## src/rtl/vending_pkg.sv

```systemverilog
// rtl/vending_pkg.sv - shared types and helpers for the vending controller
package vending_pkg;

   typedef enum logic {ST_LOAD, ST_IDLE} state_t;

   localparam int SEL_NONE = 0;

   // Saturating add of two values of width w (w <= 63), result clamped to 2^w-1.
   function automatic logic [63:0] sat_add(input logic [63:0] a, input logic [63:0] b,
                                           input int w);
      logic [63:0] lim;
      logic [63:0] s;
      lim = (64'd1 << w) - 64'd1;
      s   = a + b;
      return (s > lim) ? lim : s;
   endfunction

endpackage

```

## src/rtl/vending_multi_credit_acc.sv

```systemverilog
// rtl/vending_multi_credit_acc.sv - saturating credit accumulator (module vend_credit_acc)
// Holds stored credit; exposes saturated credit+mi and the part that did not fit.
module vend_credit_acc
   import vending_pkg::*;
#(
   parameter int MW = 8
) (
   input  logic          clk,
   input  logic          rst,
   input  logic          clr,
   input  logic          add,
   input  logic [MW-1:0] mi,
   output logic [MW-1:0] credit,
   output logic [MW-1:0] eff,
   output logic [MW-1:0] excess
);

   logic [MW:0] raw;

   assign raw    = {1'b0, credit} + {1'b0, mi};
   assign eff    = MW'(sat_add(64'(credit), 64'(mi), MW));
   assign excess = MW'(raw - {1'b0, eff});

   always_ff @(posedge clk or posedge rst) begin
      if (rst) begin
         credit <= '0;
      end else if (clr) begin
         credit <= '0;
      end else if (add) begin
         credit <= eff;
      end
   end

endmodule

```

## src/rtl/vending_multi.sv

```systemverilog
// rtl/vending_multi.sv - N-item vending controller: price load, credit, vend, refund
// Optional per-item stock counters under `define VEND_STOCK_EN.
module vending_multi
   import vending_pkg::*;
#(
   parameter int N_ITEMS = 4,
   parameter int MW      = 8,
   parameter int SELW    = $clog2(N_ITEMS + 1),
   parameter int STOCK_W = 4
) (
   input  logic               clk,
   input  logic               rst,
   input  logic               di_valid,
   input  logic [MW-1:0]      di,
   input  logic [STOCK_W-1:0] stock_di,
   input  logic [MW-1:0]      mi,
   input  logic [SELW-1:0]    sel,
   input  logic               cancel,
   output logic [MW-1:0]      mo,
   output logic [SELW-1:0]    po,
   output logic               vend_valid,
   output logic               err,
   output logic [MW-1:0]      credit,
   output logic               loading
);

   state_t            state;
   logic [SELW-1:0]   load_idx;
   logic [MW-1:0]     price [N_ITEMS];
   logic [MW-1:0]     eff;
   logic [MW-1:0]     excess;
   logic [MW-1:0]     cur_price;
   logic              sel_hit;
   logic              avail;
   logic              sel_any;
   logic              vend_ok;
   logic              acc_clr;
   logic              acc_add;

`ifdef VEND_STOCK_EN
   logic [STOCK_W-1:0] stock [N_ITEMS];
`else
   logic unused_stock;
   assign unused_stock = ^stock_di;
`endif

   // Decode the selection against the table without indexing past N_ITEMS.
   always_comb begin
      cur_price = '0;
      sel_hit   = 1'b0;
      avail     = 1'b1;
      for (int i = 0; i < N_ITEMS; i++) begin
         if (sel == SELW'(i + 1)) begin
            sel_hit   = 1'b1;
            cur_price = price[i];
`ifdef VEND_STOCK_EN
            avail     = (stock[i] != '0);
`endif
         end
      end
   end

   assign sel_any = (sel != SELW'(SEL_NONE));
   assign vend_ok = sel_hit && avail && (eff >= cur_price);
   assign acc_clr = (state == ST_IDLE) && (cancel || (sel_any && vend_ok));
   assign acc_add = (state == ST_IDLE) && !acc_clr;
   assign loading = (state == ST_LOAD);

   vend_credit_acc #(.MW(MW)) u_acc (
      .clk    (clk),
      .rst    (rst),
      .clr    (acc_clr),
      .add    (acc_add),
      .mi     (mi),
      .credit (credit),
      .eff    (eff),
      .excess (excess)
   );

   always_ff @(posedge clk or posedge rst) begin
      if (rst) begin
         state      <= ST_LOAD;
         load_idx   <= '0;
         mo         <= '0;
         po         <= '0;
         vend_valid <= 1'b0;
         err        <= 1'b0;
         for (int i = 0; i < N_ITEMS; i++) begin
            price[i] <= '0;
`ifdef VEND_STOCK_EN
            stock[i] <= '0;
`endif
         end
      end else begin
         mo         <= '0;
         po         <= '0;
         vend_valid <= 1'b0;
         err        <= 1'b0;
         case (state)
            ST_LOAD: begin
               if (di_valid) begin
                  for (int i = 0; i < N_ITEMS; i++) begin
                     if (load_idx == SELW'(i)) begin
                        price[i] <= di;
`ifdef VEND_STOCK_EN
                        stock[i] <= stock_di;
`endif
                     end
                  end
                  if (load_idx == SELW'(N_ITEMS - 1)) begin
                     load_idx <= '0;
                     state    <= ST_IDLE;
                  end else begin
                     load_idx <= load_idx + 1'b1;
                  end
               end
            end
            ST_IDLE: begin
               if (cancel) begin
                  mo <= eff;
               end else if (sel_any) begin
                  if (vend_ok) begin
                     po         <= sel;
                     mo         <= eff - cur_price;
                     vend_valid <= 1'b1;
`ifdef VEND_STOCK_EN
                     for (int i = 0; i < N_ITEMS; i++) begin
                        if (sel == SELW'(i + 1)) stock[i] <= stock[i] - 1'b1;
                     end
`endif
                  end else begin
                     err <= 1'b1;
                  end
               end else begin
                  // Coin-only cycle hands back whatever saturation refused.
                  mo <= excess;
               end
            end
            default: state <= ST_LOAD;
         endcase
      end
   end

endmodule
```

## config.mk

```make
export PLATFORM = sky130hd
export DESIGN_NAME = vending_multi
export DESIGN_NICKNAME = d
export VERILOG_FILES = /design/src/rtl/vending_pkg.sv /design/src/rtl/vending_multi_credit_acc.sv /design/src/rtl/vending_multi.sv
export SDC_FILE = /design/constraint.sdc
export NUM_CORES = 1
export LEC_CHECK = 0
export ABC_AREA = 1
export CORE_AREA = 10 10 91 93
export CTS_BUF_LIST = sky130_fd_sc_hd__clkbuf_8
export CTS_CLUSTER_SIZE = 10
export DETAILED_ROUTE_END_ITERATION = 8
export DIE_AREA = 0 0 101 103
export DONT_BUFFER_PORTS = 1
export PLACE_DENSITY = 0.74
export SLEW_MARGIN = 0
export SYNTH_ARGS = -nofsm -noshare
export SYNTH_HDL_FRONTEND = slang
export SYNTH_SLANG_ARGS = --single-unit
```

## constraint.sdc

```tcl
create_clock -name clk -period 4.9 [get_ports clk]
set_input_delay 0.98 -clock clk [delete_from_list [all_inputs] [get_ports clk]]
set_output_delay 0.98 -clock clk [all_outputs]
set_load 0.05 [all_outputs]
```

==> metrics.txt <==
sequential fraction of the synthesis area=0.379; distinct cell type count after synthesis=37; clock skew=0.00968 ns; CP endpoint kind=register; PortBufs=0; worst hold path type=reg2reg; slowest CP cell=dfrtp_1; hold buffer count at cts=0; crit-path cells=ha_1, fa_1, nand3_1, nand2_1, nand2_1, nand2_2, nor2_1, inv_1, ha_1, inv_1, ha_1, inv_1, fa_1, o31ai_1, inv_1, o21ai_0, a21oi_1, xor2_1, nand2_1, nand2_1, a21oi_1; Period minus WS final=4.22 ns; initial core utilization=0.574; R2R cell count=21; Placer Congestion=0.874; IO Pins=49; GRT Residual Overflow=0; Synth Register Bits=57; Clock power frac=0.161; Arr. time, crit path=4.47 ns; max-slew violations=0; WP data required=5.15 ns; CP top delay family=adder cells; Post-synth EDFFs=0; Post-CTS Setup Inserts=0; antenna diode count=0; R2R Setup Slk=0.68 ns; # H-tree levels=3; ys flop type=dfrtp_1; P_sw=1.48 mW; initial antenna violation count=0; clk sinks=57; Fill cells=585; complex-gate fraction of the synthesized area=0.155; initial DRC count=146; FMAX=237 MHz; site row count=30; Setup Crit Path Kind=reg2reg; clk_lat worst skew=0.35 ns; die width=101 um; XOR/XNOR share of the synthesized area=0.0372; fin nets=556; First-pass DRT Iterations=5; Seq pwr share=0.274; Antenna Violating Nets Remaining=0; Pwr Density=718 nW/um^2; share of cells above drive strength 1=0.0942; sequential cell area=1430 um^2; # resized after CTS=0; dpl hpwl=6650 um; combinational family with the most area after synthesis=simple AND/OR/NAND/NOR gates; first-pass GRT wire length=15100 um; die area=10400 um^2; root buffer cell=clkbuf_8; Crit path depth=21; Max VDD drop=500 uV; largest fanout on the critical path=3; CTS tree=yes; syn nets=547; setup_tns=0 ns; Hold Path Depth=2; worst slew pin tran=0.715 ns; mapped cell area=3770 um^2; Synth async-reset ratio=1.00; core area=6570 um^2; Area Growth Syn to Fin=8.57%; Synth Area in Simple Gates=0.216; multi-input logic area=2010 um^2; RSZ-0062 raised after global routing=no; final core occ=0.623; Leak=2.10 nW; post-synthesis cell count=485; status=finished, final reports clean; final worst-path cycle share=0.860; max-cap violations=0; Logic pwr share=0.565; CP peak stage delay=0.58 ns; Hold Vio Cnt, Final=0; All-Layer GR Usage=0.182; vias in the first global route=3176; crit path buf inv count=4; sw frac=0.504; Max Buffers Root-to-Sink=2; Avg Synthesized Cell Area=7.77 um^2; Vias/cell=5.49; Synth warnings=0; DRC errors left=0; Adder-Cell Fraction of Synth Area=0.124; DR WL/cell=15.1 um; mux cell area share after synthesis=0; internal power=1.46 mW; overall routed net length=8720 um; largest net degree at the start of global routing=58; CTS buffer count=9; vias=3180; die height=103 um; Worst setup SP type=register; Slew HR=0.524; endpoints failing setup=0; clk slew on worst S/H paths=0.07 ns
-- layout make-up --
cell class | instances | area share
multi-input combinational | 340 | 0.491
sequential | 57 | 0.349
inverter | 82 | 0.0759
clock buffer | 12 | 0.0404
tap | 80 | 0.0245
clock inverter | 4 | 0.0122
timing repair buffer | 4 | 0.00734
-- routing by layer --
layer,part of all wire,global-route usage,wire (um)
met1,0.42,0.215,3670
met2,0.50,0.314,4360
met3,0.064,0.0422,558
met4,0.015,0.0686,135
met5,0,0,0
-- sequential cells by signal, summed over array words and instances, names as in the netlist --
signal	count
err	1
load_idx	3
mo	8
po	3
price	32
state	1
u_acc.credit	8
vend_valid	1
-- through the flow --
step / std cells / setup WS (ns) / total power [mW] / instance area [um^2] / hold WS [ns]
CTS: 579 / 0.703 / 2.95 / 4090 / 0.489
global route: 579 / 0.336 / 3.23 / 4090 / 0.509
detailed placement: 563 / 0.430 / 2.47 / 3870 / 0.473
floorplan: 485 / 0.882 / 2.13 / 3770 / 0.453
global placement: 563 / 0.495 / 2.43 / 3870 / 0.465
finish: 579 / 0.685 / 2.94 / 4090 / 0.487
-- synthesized netlist by cell type (2+ instances only) --
cell,instances,area (um^2)
nor2_1,22,82.6
a221oi_1,5,43.8
ha_1,31,388
nand2_2,7,43.8
a31o_2,3,26.3
dfrtp_1,57,1430
inv_2,2,7.51
xor2_1,10,87.6
nor2_4,2,22.5
fa_1,4,80.1
or2_2,2,12.5
inv_1,78,293
o21ai_0,53,265
nand3_2,2,20.0
a21oi_1,18,90.1
nand3_1,26,130
xnor2_1,6,52.6
nand2_1,116,435
o21ai_1,6,30.0
nand4_1,5,31.3
a21oi_2,4,35.0
a31oi_1,6,37.5
clkbuf_1,6,22.5
-- cell families (layout without fill, tap and decap cells) --
group	Yosys count	in the layout
and+or+nand+nor	187	187
AOI/OAI and AO/OA	102	102
buffers and inverters	88	102
DFF	57	57
adders and majority gates	35	35
xor gates and xnor gates	16	16
-- worst reg2reg max path, delay by kind of cell, from the launching register on --
kind | cells | cell delay, ns
AND/OR/NAND/NOR | 7 | 0.67
XOR/XNOR | 1 | 0.14
flip-flops | 1 | 0.58
buffers and inverters | 4 | 0.28
adder cells (fa/ha/maj) | 5 | 1.63
AO/OA/AOI/OAI | 4 | 0.82
-- layout by cell type, fill, tap and decap left out, drive strengths merged --
master	n
o2111ai	1
nor3	1
a221oi	5
nand3b	1
a21oi	22
a31o	3
o21ai	59
xnor2	6
o22ai	1
o21bai	1
nand2	124
fa	4
o211ai	1
bufinv	1
clkbuf	12
nor2	25
inv	81
a31oi	6
dfrtp	57
and2	1
nand4	5
o31ai	1
ha	31
xor2	10
buf	4
clkinv	2
or2	2
o221ai	1
clkinvlp	2
a21o	1
nand3	28
-- final timing paths --
path | start | endpoint
min in group asynchronous | rst | load_idx[2]$_DFFE_PP0P_
min reg2reg | price[30]$_DFFE_PP0P_ | price[30]$_DFFE_PP0P_
max | u_acc.credit[0]$_DFFE_PP0P_ | mo[6]$_DFF_PP0_
min | price[30]$_DFFE_PP0P_ | price[30]$_DFFE_PP0P_
max reg2reg | u_acc.credit[0]$_DFFE_PP0P_ | mo[6]$_DFF_PP0_
max in group asynchronous | rst | vend_valid$_DFF_PP0_
-- power groups by stage --
stage | Sequential (mW) | Combinational (mW) | Clock [mW]
finish | 0.805 | 1.66 | 0.472
global route | 0.814 | 1.92 | 0.500
CTS | 0.810 | 1.66 | 0.478
detailed placement | 0.820 | 1.65 | 0
global placement | 0.817 | 1.61 | 0
floorplan | 0.831 | 1.30 | 0
Note: power is estimated with default switching activity, not from simulation.
